===== src/rtl/ex_mem.sv =====
// ex_mem: EX->MEM pipeline register with a 2-entry skid buffer.
// ex_ready comes straight from state flops, so mem_ready never reaches
// ex_ready combinationally. Also exposes the EX/MEM forwarding source and a
// saturating back-pressure counter.
module ex_mem #(
    parameter int DATA_W = 64,
    parameter int PC_W   = 64,
    parameter int REG_W  = 5,
    parameter int CNT_W  = 32
) (
    input  logic              clock,
    input  logic              reset,
    input  logic              flush,
    input  logic              ex_valid,
    output logic              ex_ready,
    output logic              mem_valid,
    input  logic              mem_ready,
    input  logic [PC_W-1:0]   EX_pc,
    input  logic              EX_w_ena,
    input  logic [REG_W-1:0]  EX_w_addr,
    input  logic [DATA_W-1:0] EX_alu_res,
    input  logic [DATA_W-1:0] EX_data2,
    input  logic [2:0]        EX_memwop,
    input  logic [2:0]        EX_memrop,
    input  logic              EX_mem_ena,
    input  logic              EX_mem_wr,
    output logic [PC_W-1:0]   MEM_pc,
    output logic              MEM_w_ena,
    output logic [REG_W-1:0]  MEM_w_addr,
    output logic [DATA_W-1:0] MEM_alu_res,
    output logic [DATA_W-1:0] MEM_data2,
    output logic [2:0]        MEM_memwop,
    output logic [2:0]        MEM_memrop,
    output logic              MEM_mem_ena,
    output logic              MEM_mem_wr,
    output logic              fwd_valid,
    output logic [REG_W-1:0]  fwd_addr,
    output logic [DATA_W-1:0] fwd_data,
    output logic [CNT_W-1:0]  bp_cycles
);

    typedef struct packed {
        logic [PC_W-1:0]   pc;
        logic              w_ena;
        logic [REG_W-1:0]  w_addr;
        logic [DATA_W-1:0] alu_res;
        logic [DATA_W-1:0] data2;
        logic [2:0]        memwop;
        logic [2:0]        memrop;
        logic              mem_ena;
        logic              mem_wr;
    } payload_t;

    // Encoding: bit 0 = main valid, bit 1 = skid valid.
    typedef enum logic [1:0] {
        EMPTY = 2'b00,
        ONE   = 2'b01,
        FULL  = 2'b11
    } state_e;

    typedef enum logic [1:0] {
        MAIN_HOLD,
        MAIN_IN,
        MAIN_SKID
    } main_sel_e;

    state_e           state_q, state_d;
    main_sel_e        main_sel;
    logic             skid_load;
    payload_t         in_pl;
    payload_t         main_q, main_d;
    payload_t         skid_q, skid_d;
    logic [CNT_W-1:0] bp_q, bp_d;
    logic             main_valid;
    logic             accept;
    logic             pop;

    assign main_valid = state_q[0];
    assign ex_ready   = ~state_q[1];
    assign mem_valid  = main_valid & ~flush;
    assign accept     = ex_valid & ex_ready;
    assign pop        = mem_valid & mem_ready;

    // Pack the EX-side inputs into one payload word.
    always_comb begin
        in_pl         = '0;
        in_pl.pc      = EX_pc;
        in_pl.w_ena   = EX_w_ena;
        in_pl.w_addr  = EX_w_addr;
        in_pl.alu_res = EX_alu_res;
        in_pl.data2   = EX_data2;
        in_pl.memwop  = EX_memwop;
        in_pl.memrop  = EX_memrop;
        in_pl.mem_ena = EX_mem_ena;
        in_pl.mem_wr  = EX_mem_wr;
    end

    // Occupancy next-state and payload-load decisions; flush overrides all.
    always_comb begin
        // NOTE: every output of this block gets a default first, so no path
        // leaves a signal unassigned and no latch is inferred.
        state_d   = state_q;
        main_sel  = MAIN_HOLD;
        skid_load = 1'b0;
        if (flush) begin
            state_d = EMPTY;
        end else begin
            case (state_q)
                EMPTY: begin
                    if (accept) begin
                        main_sel = MAIN_IN;
                        state_d  = ONE;
                    end
                end
                ONE: begin
                    if (accept && pop) begin
                        main_sel = MAIN_IN;
                    end else if (accept) begin
                        skid_load = 1'b1;
                        state_d   = FULL;
                    end else if (pop) begin
                        state_d = EMPTY;
                    end
                end
                FULL: begin
                    // ex_ready is low here, so nothing can be accepted.
                    if (pop) begin
                        main_sel = MAIN_SKID;
                        state_d  = ONE;
                    end
                end
                default: state_d = EMPTY;
            endcase
        end
    end

    // Payload muxes: registers change only on the listed transitions.
    always_comb begin
        case (main_sel)
            MAIN_IN:   main_d = in_pl;
            MAIN_SKID: main_d = skid_q;
            default:   main_d = main_q;
        endcase
        skid_d = skid_load ? in_pl : skid_q;
    end

    // Back-pressure counter next value, saturating at all-ones.
    always_comb begin
        bp_d = bp_q;
        if (ex_valid && !ex_ready && (bp_q != '1)) begin
            bp_d = bp_q + CNT_W'(1);
        end
    end

    // State, payload and counter registers.
    always_ff @(posedge clock or negedge reset) begin
        // NOTE: the payload registers are reset too, not just the valid bits,
        // so MEM_* read as a harmless no-op (no write, no access) after reset.
        if (!reset) begin
            state_q <= EMPTY;
            main_q  <= '0;
            skid_q  <= '0;
            bp_q    <= '0;
        end else begin
            // NOTE: non-blocking assignments, so all flops sample the values
            // from before this edge regardless of statement order.
            state_q <= state_d;
            main_q  <= main_d;
            skid_q  <= skid_d;
            bp_q    <= bp_d;
        end
    end

    assign MEM_pc      = main_q.pc;
    assign MEM_w_ena   = main_q.w_ena;
    assign MEM_w_addr  = main_q.w_addr;
    assign MEM_alu_res = main_q.alu_res;
    assign MEM_data2   = main_q.data2;
    assign MEM_memwop  = main_q.memwop;
    assign MEM_memrop  = main_q.memrop;
    assign MEM_mem_ena = main_q.mem_ena;
    assign MEM_mem_wr  = main_q.mem_wr;

    assign fwd_valid = main_valid & main_q.w_ena & (main_q.w_addr != '0) & ~flush;
    assign fwd_addr  = main_q.w_addr;
    assign fwd_data  = main_q.alu_res;
    assign bp_cycles = bp_q;

endmodule


===== config.mk =====
export PLATFORM = sky130hd
export DESIGN_NAME = ex_mem
export DESIGN_NICKNAME = d
export VERILOG_FILES = /design/src/rtl/ex_mem.sv
export SDC_FILE = /design/constraint.sdc
export NUM_CORES = 1
export LEC_CHECK = 0
export BUFFER_PORTS_ARGS = -buffer_cell sky130_fd_sc_hd__buf_2
export CAP_MARGIN = 20
export CELL_PAD_IN_SITES_DETAIL_PLACEMENT = 1
export CELL_PAD_IN_SITES_GLOBAL_PLACEMENT = 1
export CORE_AREA = 2 2 232 234
export CTS_CLUSTER_DIAMETER = 60
export CTS_CLUSTER_SIZE = 30
export DETAILED_ROUTE_END_ITERATION = 8
export DIE_AREA = 0 0 234 236
export GPL_TIMING_DRIVEN = 0
export HOLD_SLACK_MARGIN = 0.06
export PLACE_DENSITY = 0.79
export SLEW_MARGIN = 5
export SYNTH_ARGS = -nofsm -noshare
export SYNTH_HDL_FRONTEND = slang
export SYNTH_SLANG_ARGS = --single-unit

===== constraint.sdc =====
create_clock -name clock -period 2.7 [get_ports clock]
set_input_delay 0.54 -clock clock [delete_from_list [all_inputs] [get_ports clock]]
set_output_delay 0.54 -clock clock [all_outputs]
set_load 0.02 [all_outputs]

Word level (Yosys, flattened, before mapping)
Index checks and enable logic that the tools add are counted.
Widths: inputs -> output; s select.

word-level totals
  register bits = 446
  input port bits = 211

cells by class
  add/sub/neg operators = 1
  equal/unequal tests = 9
  multiplexer cells = 17
  bitwise logic cells = 8
  reduce and logical (&&, ||, !) cells = 7

operators by type and width
  kind                   number
  $pmux 206 s2           1
  $add 32x1->32 const B  1
  $ne 32x32->1 const B   1
  $mux 2                 8
  $pmux 2 s3             2
  $ne 3x3->1 const B     3
  $and 1x1->1            6
  $mux 1                 6
  $reduce_bool 5->1      1
  $eq 2x1->1 const B     2
  $eq 2x2->1 const B     2
  $ne 4x4->1 const B     1
  $reduce_and 4->1       1
  $logic_and 1x1->1      3
  $logic_not 2->1        1
  $not 1->1              2
  $reduce_bool 2->1      1

Depth between registers and ports, before layout
Gate-level depths: netlist of run 1.

  word-level depth = 9
  gate-level depth with buffers = 11

Least setup slack after synthesis of run 1
No wires, ideal clock.

  kind = input-to-reg
  start point = in flush
  end point = reg main_q (netlist bit MEM_alu_res[0])
  setup time = 0.083 ns
  arrival = 3.091 ns
  slack = -0.474 ns
  cell stages on the path = 11
  cells stage by stage = nor2b_1 and2_1 a21oi_1 or4_1 ha_1 clkbuf_1 clkbuf_1 clkbuf_1 buf_1 nand2_1 o21ai_0

on the way
  word-level cells in the longest chain between the ends = 9
  elaborated cells on any way between the ends = 12
  those cells by class = eq/ne: 2; mux: 5; bitwise: 3; reduce/logical: 2

ends and longest elaborated chain
  what                                               line  text
  start, declared                                    13    input logic flush,
  $not 1->1                                          80    assign mem_valid = main_valid & ~flush;
  $and 1x1->1                                        80
  $and 1x1->1                                        82    assign pop = mem_valid & mem_ready;
  $logic_and 1x1->1                                  116   if (accept && pop) begin
  $mux 1                                             116
  $pmux 2 s3                                         108   case (state_q)
  $mux 2 (*)                                         105   if (flush) begin
  $eq 2x2->1 or $eq 2x1->1 (tied branches)           139   case (main_sel)
  $pmux 206 s2 or $reduce_bool 2->1 (tied branches)  --
  end signal, assigned                               168   main_q <= main_d;
  end, declared                                      71    payload_t main_q, main_d;

Every way passes the cells marked *; elsewhere a longest branch is shown, timed or not.
A chain may end at the register's enable or synchronous reset.

Worst setup path after layout of run 1
  start point = reg state_q[0]
  end point = reg main_q (netlist bit MEM_data2[33])

on the way
  word-level cells in the longest chain between the ends = 8
  elaborated cells on any way between the ends = 14
  those cells by class = eq/ne: 4; mux: 5; bitwise: 2; reduce/logical: 3

ends and longest elaborated chain
  what                                               line  text
  start, declared                                    67    state_e state_q, state_d;
  start signal, assigned                             167   state_q <= state_d;
  $and 1x1->1                                        80
  $and 1x1->1                                        82
  $logic_and 1x1->1                                  116
  $mux 1                                             116
  $pmux 2 s3 (*)                                     108
  $mux 2 (*)                                         105
  $eq 2x2->1 or $eq 2x1->1 (tied branches)           139
  $pmux 206 s2 or $reduce_bool 2->1 (tied branches)  --

Marks and branches as above.

==> flow_summary.json, run 1 <==
{
  "dp_hpwl_mm": 44.2,
  "drv_cap": 0,
  "area_growth_pct": 26.7,
  "fin_area_mm2": 0.0245,
  "synth.most_common_cell": "dfrtp_1",
  "gp_congestion": 0.807,
  "path_class": "flop to flop",
  "drt-pass1-iter-count": 4,
  "fin_crit_sh_pct": 95.3,
  "fin_cells": 2876,
  "dieArea_mm2": 0.0552,
  "ys_top_cells_by_area": "dfrtp_1 (58%), mux2_2 (11%), mux2i_1 (11%)",
  "track_usage_pct": 21.2,
  "vias": 14300,
  "dpl_worst_slack_ns": -1.47,
  "worstPathArrival_ns": 3.03,
  "grt_overflow_total": 0,
  "synthesis.area_mm2": 0.0193,
  "tightest_slew_ns": 0.789,
  "holdPathStages": 2,
  "synth_edf_count": 0,
  "pwr-share-comb_pct": 37.0,
  "wl_per_cell_um": 20.4,
  "syn_avg_cell_area_um2": 12.3,
  "setup_slack_ns": 0.127,
  "tritoncts": "built",
  "drc": 0,
  "p_total_mw": 27.4,
  "yosysSeqAreaShare_pct": 57.8,
  "drive_gt1_share_pct": 43.9,
  "synthTopCellsByCount": "dfrtp_1 (446), nand2_1 (220), mux2i_1 (207)",
  "clk_path_buf_depth": 3,
  "nets": 2359,
  "place_area_mm2": 0.0229,
  "root_buffer": "clkbuf_16",
  "synth-seq-cells": 446,
  "dp.cells": 2795,
  "switching_share_pct": 38.3,
  "hold_slack_ns": 0.217,
  "pwr-share-seq_pct": 42.4,
  "start_util_pct": 36.4,
  "num_io_pins": 521,
  "peakVddDrop_uv": 663,
  "synthFlopType": "dfrtp_1",
  "fp.dieH_um": 236,
  "io_buffers": 520,
  "die_w_um": 234,
  "status": "finished clean",
  "p_int_mw": 16.9,
  "clk-insertion-delay-late_ns": 0.55,
  "yosysTopAreaCell": "dfrtp_1",
  "synth_cell_type_count": 43,
  "cp_max_fo": 10,
  "post-route-min-period_ns": 2.57,
  "via_per_inst": 4.99,
  "final.setup.tns_ns": 0,
  "syn_nets": 1792,
  "finClkSkew_ns": 0.0193,
  "crit_required_ns": 3.16,
  "hold_class": "input pin to flop",
  "switching_power_mw": 10.5,
  "grt_max_degree": 112,
  "powerDensity_mw_per_mm2": 1120,
  "clock.fmax_mhz": 389,
  "antenna_found_initial": 19,
  "core.rowCount": 85,
  "slew_headroom_pct": 47.4,
  "setup_viol": 0,
  "p_clk_share_pct": 20.6,
  "cts_buffers": 36,
  "drt-initial-drc-count": 526,
  "cts_max_level": 2,
  "end_kind": "flop",
  "core_region_area_mm2": 0.0531,
  "maxSlewViolCount": 0,
  "start_kind": "flop",
  "yosysWarnings": 0,
  "post-route-util_pct": 46.1,
  "leakage_nw": 11.5,
  "clkTransAtPathRegs_ns": 0.08,
  "clock_sinks": 446,
  "finalHoldViolations": 0,
  "ant_nets": 0,
  "wl_mm": 58.8,
  "grt_pass1_wl_mm": 91.4,
  "synth_top_area_share_pct": 57.8,
  "async_flop_share_pct": 100,
  "worst-r2r-cell-count": 10,
  "synth_cells": 1575,
  "first_global_vias": 15900
}
## power by group through the flow
stage          Clock (mW)  Sequential (mW)  Combinational [mW]
3_5_place_dp            0             11.7                10.1
5_1_grt              6.04             12.0                11.0
6_report             5.65             11.6                10.1
2_1_floorplan           0             13.0                4.68
4_1_cts              5.81             11.6                10.3
3_3_place_gp            0             11.5                9.69
## cell usage in the layout, fill, tap and decap left out, drive strengths merged, types with 4 or more instances in the layout
cell type / Yosys / layout
or3: 4 / 4
inv: 4 / 15
and3: 8 / 8
nand4: 8 / 8
clkbuf: 52 / 90
xor2: 11 / 11
diode: 0 / 12
ha: 6 / 6
nor4: 4 / 4
nor2: 10 / 10
dfrtp: 446 / 446
mux2: 207 / 207
mux2i: 207 / 207
nand3: 20 / 20
nand2: 220 / 220
buf: 109 / 639
clkinv: 0 / 6
xnor2: 20 / 20
clkinvlp: 0 / 5
o21ai: 206 / 206
nor3: 10 / 10
## final cells by class
type                    instances  area, µm²
multi-input cells             964       7210
inverters                       4       15.0
clock inverters                24        288
well taps                     696        871
diodes                         12       30.0
flip-flops and latches        446      11200
fillers                      5831      28600
clock buffers                  40        957
plain buffers                 159       1140
repair buffers                531       2800
## worst max-delay path, cell delays in order, from the launching register on
cell and delay (ns):
dfrtp_1 0.41, nor2b_4 0.19, and2_2 0.20, a21oi_1 0.07
or4_1 0.46, ha_4 0.33, clkbuf_8 0.20, clkbuf_8 0.23
clkbuf_4 0.23, nand2_1 0.07, o21ai_0 0.09
## path summary, 6_finish.rpt
path	to	slack, ns	start
min in group asynchronous	skid_q[58]$_DFFE_PN0P_	0.46	reset
hold reg to reg	MEM_data2[58]$_DFFE_PN0P_	0.49	MEM_data2[58]$_DFFE_PN0P_
setup / recovery	MEM_data2[33]$_DFFE_PN0P_	0.13	state_q[0]$_DFFE_PN0P_
hold / removal	skid_q[202]$_DFFE_PN0P_	0.22	EX_pc[60]
max in group asynchronous	skid_q[150]$_DFFE_PN0P_	0.89	reset
setup reg to reg	MEM_data2[33]$_DFFE_PN0P_	0.13	state_q[0]$_DFFE_PN0P_
## sequential cells by signal, indices dropped and copies added, names as in the netlist
signal       cells
MEM_alu_res     64
MEM_data2       64
MEM_mem_ena      1
MEM_mem_wr       1
MEM_memrop       3
MEM_memwop       3
MEM_pc          64
MEM_w_addr       5
MEM_w_ena        1
bp_cycles       32
skid_q         206
state_q          2
## repair_timing
| action | CTS | global route |
|---|---|---|
| setup buffers | 5 | 1 |
| pin swaps | 2 | 0 |
| resized for setup | 55 | 60 |
| endpoints found under the hold margin | 35 | 0 |
| hold buffers | 1 | 0 |
| endpoints found under the setup margin | 306 | 197 |
## routing by layer
metal	vias to the layer above	track usage [%]	routed length, µm
li1	6542	-	-
met1	7325	25.0	23200
met2	347	37.2	30200
met3	112	5.19	3480
met4	16	7.50	1810
met5	-	0	100
## logic make-up after synthesis
family | count (synthesis) | synth area share (%)
buf+inv | 165 | 5.01
simple gates | 297 | 6.73
fa+ha+maj | 6 | 0.389
compound gates | 216 | 5.87
mux | 414 | 22.8
flops | 446 | 57.8
xor+xnor | 31 | 1.41
No activity file was read; power rests on OpenSTA's default activity.
==> run 2, diff against run 1 <==
--- a/config.mk
+++ b/config.mk
@@ -5,18 +5,20 @@
 export SDC_FILE = /design/constraint.sdc
 export NUM_CORES = 1
 export LEC_CHECK = 0
+export ABC_AREA = 1
 export BUFFER_PORTS_ARGS = -buffer_cell sky130_fd_sc_hd__buf_2
 export CAP_MARGIN = 20
 export CELL_PAD_IN_SITES_DETAIL_PLACEMENT = 1
 export CELL_PAD_IN_SITES_GLOBAL_PLACEMENT = 1
-export CORE_AREA = 2 2 232 234
+export CORE_AREA = 2 2 240 242
 export CTS_CLUSTER_DIAMETER = 60
 export CTS_CLUSTER_SIZE = 30
 export DETAILED_ROUTE_END_ITERATION = 8
-export DIE_AREA = 0 0 234 236
+export DIE_AREA = 0 0 242 244
 export GPL_TIMING_DRIVEN = 0
 export HOLD_SLACK_MARGIN = 0.06
-export PLACE_DENSITY = 0.79
+export PLACE_DENSITY = 0.8
+export SKIP_CTS_REPAIR_TIMING = 1
 export SLEW_MARGIN = 5
 export SYNTH_ARGS = -nofsm -noshare
 export SYNTH_HDL_FRONTEND = slang
==> run 2 against run 1 <==
Against the previous run:
- clock power up 19%
- utilization shrank 0.50 points
- wire length up 22%
- cell count rose by 25%
- global-route usage is 2.7 points higher
- critical path depth grew 1
- clock skew is 0.0086 ns higher
==> flow_summary.json, run 2 <==
{
  "maxSlewViolCount": 0,
  "fill_cells": 6694,
  "wl_mm": 71.7,
  "final_cell_mix": "nand2_1 (569), buf_2 (568), dfrtp_1 (446)",
  "synthFlopType": "dfrtp_1",
  "tritoncts": "built",
  "async_flop_share_pct": 100,
  "status": "finished clean",
  "track_usage_pct": 23.9,
  "clk_path_buf_depth": 3,
  "powerDensity_mw_per_mm2": 1120,
  "hold_class": "input pin to flop",
  "crit_required_ns": 3.21,
  "fin_crit_sh_pct": 92.3,
  "synth_top_area_share_pct": 55.3,
  "hold_slack_ns": 0.210,
  "antenna_found_initial": 17,
  "cts_buffers": 42,
  "vias": 18300,
  "area_growth_pct": 27.0,
  "drc": 0,
  "multi_input_area_mm2": 0.00697,
  "grt_overflow_total": 0,
  "clk-insertion-delay-late_ns": 0.59,
  "core.rowCount": 87,
  "clock_sinks": 446,
  "p_total_mw": 28.7,
  "cts_max_level": 2,
  "finClkSkew_ns": 0.0279,
  "peakVddDrop_uv": 826,
  "post-route-min-period_ns": 2.49,
  "drt-pass1-iter-count": 4,
  "synthesis.area_mm2": 0.0202,
  "regMostFlops": "skid_q",
  "synth_edf_count": 0,
  "largest_reg_flops": 206,
  "leakage_nw": 12.1,
  "dpl_worst_slack_ns": -1.00,
  "root_buffer": "clkbuf_16",
  "start_util_pct": 35.9,
  "yosysTopAreaCell": "dfrtp_1",
  "via_per_inst": 5.12,
  "ff_latch_area_mm2": 0.0112,
  "synth-seq-cells": 446,
  "io_buffers": 520,
  "syn_nets": 2430,
  "dp_hpwl_mm": 53.7,
  "grt_max_degree": 108,
  "place_area_mm2": 0.0238,
  "nets": 2999,
  "grt_pass1_wl_mm": 112,
  "cp_max_fo": 10,
  "synth.most_common_cell": "nand2_1",
  "tightest_slew_ns": 0.606,
  "drt-initial-drc-count": 987,
  "r2r_slack_ns": 0.21,
  "start_kind": "flop",
  "synth_cell_type_count": 27,
  "finalHoldViolations": 0,
  "final.setup.tns_ns": 0,
  "num_io_pins": 521,
  "worstPathArrival_ns": 3.00,
  "yosysWarnings": 0,
  "wl_per_cell_um": 20.0,
  "clkTransAtPathRegs_ns": 0.09,
  "synthTopCellsByCount": "nand2_1 (569), dfrtp_1 (446), inv_1 (242)",
  "slew_headroom_pct": 59.6,
  "setup_slack_ns": 0.207,
  "ys_top_cells_by_area": "dfrtp_1 (55%), nand2_1 (11%), o211ai_1 (7.6%)",
  "die_w_um": 242,
  "fin_area_mm2": 0.0256,
  "yosysSeqAreaShare_pct": 55.3,
  "clock.fmax_mhz": 401,
  "end_kind": "flop",
  "core_region_area_mm2": 0.0562,
  "rsz0062_at_grt": "no",
  "path_class": "flop to flop",
  "final_common_cell": "nand2_1",
  "synth_cells": 2213,
  "ant_nets": 0,
  "drv_cap": 0,
  "dieArea_mm2": 0.0590,
  "setup_viol": 0,
  "syn_avg_cell_area_um2": 9.12,
  "fp.dieH_um": 244,
  "drive_gt1_share_pct": 28.6,
  "first_global_vias": 19900,
  "gp_congestion": 0.866
}
[run 2: metrics by stage]
step / instances / util (%)
after floorplan: 2213 / -
after global placement: 3489 / 42.2
after detailed placement: 3493 / 42.5
after CTS: 3570 / 45.2
after global routing: 3580 / 45.6
final: 3581 / 45.6
[run 2: logic make-up after synthesis]
logic type,Yosys count,share of synthesized area (%)
AO/OA/AOI/OAI,628,20.6
AND/OR/NAND/NOR,671,13.2
buffers and inverters,455,10.2
XOR/XNOR,7,0.304
flip-flops,446,55.3
adder cells (fa/ha/maj),6,0.372
[run 2: final cells by class]
type	instances	area share (%)
Sequential cell	446	43.6
Multi-Input combinational cell	1312	27.2
Timing Repair Buffer	525	10.7
Buffer	210	5.13
Clock buffer	44	4.25
Tap cell	756	3.69
Inverter	245	3.59
Clock inverter	33	1.81
Antenna cell	10	0.0977
[run 2: power breakdown]
group          internal [mW]  leakage, nW  switching [mW]  total (mW)
Combinational           4.04         6.04            6.17        10.2
Clock                   3.60        0.740            3.10        6.70
Sequential              9.63         5.31            2.19        11.8
[run 2: worst paths after layout]
check,from,to,cells past startpoint
setup / recovery,state_q[1]$_DFFE_PN0P_,MEM_pc[3]$_DFFE_PN0P_,11
hold / removal,EX_data2[36],skid_q[44]$_DFFE_PN0P_,3
setup reg to reg,state_q[1]$_DFFE_PN0P_,MEM_pc[3]$_DFFE_PN0P_,11
hold reg to reg,MEM_pc[37]$_DFFE_PN0P_,MEM_pc[37]$_DFFE_PN0P_,1
max in group asynchronous,reset,skid_q[100]$_DFFE_PN0P_,4
min in group asynchronous,reset,skid_q[159]$_DFFE_PN0P_,2
[run 2: per-layer routing]
layer | GRT usage (%) | routed length [µm] | up-vias
met5 | 0 | 77 | -
met4 | 7.04 | 1850 | 14
met3 | 4.43 | 3620 | 127
met2 | 41.4 | 35700 | 493
met1 | 30.4 | 30400 | 9334
li1 | - | - | 8351
[run 2: worst max-delay path, cell delays in order, from the launching register on]
cell and delay [ns]:
dfrtp_1 0.46, inv_1 0.13, ha_1 0.19, nand2_1 0.14, o21ai_1 0.15, nand2_1 0.06, ha_1 0.19, buf_2 0.19
buf_4 0.22, clkbuf_4 0.23, o211ai_1 0.29, o21a_1 0.17
==> run 3, diff against run 2 <==
--- a/config.mk
+++ b/config.mk
@@ -7,17 +7,16 @@
 export LEC_CHECK = 0
 export ABC_AREA = 1
 export BUFFER_PORTS_ARGS = -buffer_cell sky130_fd_sc_hd__buf_2
-export CAP_MARGIN = 20
 export CELL_PAD_IN_SITES_DETAIL_PLACEMENT = 1
 export CELL_PAD_IN_SITES_GLOBAL_PLACEMENT = 1
-export CORE_AREA = 2 2 240 242
+export CORE_AREA = 2 2 228 230
 export CTS_CLUSTER_DIAMETER = 60
 export CTS_CLUSTER_SIZE = 30
 export DETAILED_ROUTE_END_ITERATION = 8
-export DIE_AREA = 0 0 242 244
+export DIE_AREA = 0 0 230 232
 export GPL_TIMING_DRIVEN = 0
 export HOLD_SLACK_MARGIN = 0.06
-export PLACE_DENSITY = 0.8
+export PLACE_DENSITY = 0.84
 export SKIP_CTS_REPAIR_TIMING = 1
 export SLEW_MARGIN = 5
 export SYNTH_ARGS = -nofsm -noshare
==> constraint.sdc (replaced) <==
create_clock -name clock -period 2.4 [get_ports clock]
set_input_delay 0.48 -clock clock [delete_from_list [all_inputs] [get_ports clock]]
set_output_delay 0.48 -clock clock [all_outputs]
set_load 0.02 [all_outputs]
==> run 3 against run 2 <==
Against the previous run:
- via count is 0.44% lower
- critical path depth stayed put
- die area is 9.6% lower
- utilization is 4.5 points higher
- hold slack worse by 0.045 ns
- global-route usage is 2.6 points higher
- first-iteration DRC count is 12% higher
- clock-buffer cell count is 3 lower
- non-clock buffer count is 2 higher
- worst setup slack worse by 0.14 ns
- fmax is 6.7% higher
- sequential power is 13% higher
- highest routed layer unchanged
==> flow_summary.json, run 3 (synthesis gave the netlist of run 2 again) <==
{
  "nets": 2997,
  "dieArea_mm2": 0.0534,
  "max_stage_delay_ns": 0.48,
  "end_kind": "flop",
  "grt_max_degree": 117,
  "regMostFlops": "skid_q",
  "peakVddDrop_uv": 886,
  "start_kind": "flop",
  "first_global_vias": 19900,
  "rsz0062_at_grt": "yes",
  "via_per_inst": 5.20,
  "critical_path.cell_chain": "inv_2 -> ha_1 -> nand2_1 -> o21ai_2 -> nand2_1 -> ha_1 -> inv_4 -> buf_6 -> clkbuf_4 -> o211ai_1 -> o21a_1",
  "area_growth_pct": 26.3,
  "switching_share_pct": 40.3,
  "cts_max_level": 2,
  "p_int_mw": 18.9,
  "drt-pass1-iter-count": 5,
  "clkTransAtPathRegs_ns": 0.09,
  "gp_congestion": 0.877,
  "setup_viol": 0,
  "drc": 0,
  "post-route-min-period_ns": 2.34,
  "start_util_pct": 39.6,
  "antenna_found_initial": 28,
  "core.rowCount": 83,
  "wl_mm": 71.5,
  "powerDensity_mw_per_mm2": 1240,
  "pwr-share-comb_pct": 36.6,
  "switching_power_mw": 12.7,
  "finalHoldViolations": 0,
  "fin_cells": 3507,
  "worstPathArrival_ns": 2.80,
  "cp_top_family": "buffers and inverters",
  "wl_per_cell_um": 20.4,
  "hold_slack_ns": 0.166,
  "status": "finished clean",
  "vias": 18200,
  "final_common_cell": "nand2_1",
  "num_io_pins": 521,
  "drv_cap": 0,
  "largest_reg_flops": 206,
  "fin_crit_sh_pct": 97.3,
  "cts_buffers": 38,
  "leakage_nw": 12.0,
  "grt_pass1_wl_mm": 111,
  "clock.fmax_mhz": 428,
  "p_clk_share_pct": 21.3,
  "setup_slack_ns": 0.0637,
  "tritoncts": "built",
  "drive_gt1_share_pct": 28.8,
  "clock_sinks": 446,
  "cp_max_fo": 10,
  "die_w_um": 230,
  "slew_headroom_pct": 57.4,
  "track_usage_pct": 26.5,
  "crit_required_ns": 2.87,
  "clk-insertion-delay-late_ns": 0.58,
  "post-route-util_pct": 50.1,
  "clk_path_buf_depth": 3,
  "core_region_area_mm2": 0.0509,
  "fp.dieH_um": 232,
  "final_cell_mix": "nand2_1 (568), buf_2 (562), dfrtp_1 (444)",
  "finClkSkew_ns": 0.0369,
  "path_class": "flop to flop",
  "ant_nets": 0,
  "tightest_slew_ns": 0.639,
  "dp_hpwl_mm": 53.6,
  "drt-initial-drc-count": 1105,
  "root_buffer": "clkbuf_16",
  "io_buffers": 520,
  "slowest_stage": "dfrtp_2",
  "cp.buffers_inverters": 4,
  "hold_class": "input pin to flop",
  "maxSlewViolCount": 0,
  "grt_overflow_total": 0,
  "dpl_worst_slack_ns": -1.22,
  "dp.cells": 3417,
  "pwr-share-seq_pct": 42.1
}
-- run 3: final timing paths --
path / startpoint / to / slack [ns] / depth (start not counted)
worst max-delay path: state_q[0]$_DFFE_PN0P_ / MEM_w_ena$_DFFE_PN0P_ / 0.06 / 11
worst min-delay path: EX_alu_res[59] / skid_q[131]$_DFFE_PN0P_ / 0.17 / 3
worst max register to register: state_q[0]$_DFFE_PN0P_ / MEM_w_ena$_DFFE_PN0P_ / 0.06 / 11
worst min register to register: MEM_pc[8]$_DFFE_PN0P_ / MEM_pc[8]$_DFFE_PN0P_ / 0.48 / 1
max in group asynchronous: reset / skid_q[57]$_DFFE_PN0P_ / 0.52 / 4
min in group asynchronous: reset / MEM_pc[16]$_DFFE_PN0P_ / 0.48 / 2
-- run 3: tightest hold or removal path: stages --
cell and delay (ns):
buf_2 0.10, inv_1 0.07, o21ai_1 0.07
-- run 3: power groups by stage --
stage	clock network, mW	logic (mW)	registers, mW
floorplan	0	5.23	14.7
global placement	0	11.0	13.1
detailed placement	0	11.5	13.3
CTS	6.86	11.6	13.3
global route	7.12	12.6	13.7
finish	6.73	11.6	13.3
-- run 3: layout make-up --
type | instances | area [µm²]
Inverter | 245 | 922
Clock inverter | 28 | 344
Fill cell | 6119 | 25400
Multi-Input combinational cell | 1312 | 6990
Sequential cell | 446 | 11200
Clock buffer | 41 | 983
Tap cell | 680 | 851
Timing Repair Buffer | 527 | 2750
Antenna cell | 18 | 45.0
Buffer | 210 | 1430
-- run 3: layer usage --
layer	routed length [µm]	global-route usage, %	share of wire (%)	up-vias
met5	103	0	0.14	-
met4	2640	10.9	3.7	16
met3	4170	5.80	5.8	153
met2	36400	46.4	51	509
met1	28200	31.5	39	9214
li1	-	-	-	8347
-- run 3: metrics by stage --
stage	power [mW]	instance area (µm²)	TNS (ns)
after floorplan	19.9	20200	0
after global routing	33.4	25500	-1.54
final	31.7	25500	0
after CTS	31.7	25100	-168.29
after detailed placement	24.8	23700	-166.88
after global placement	24.1	23600	-3739.67
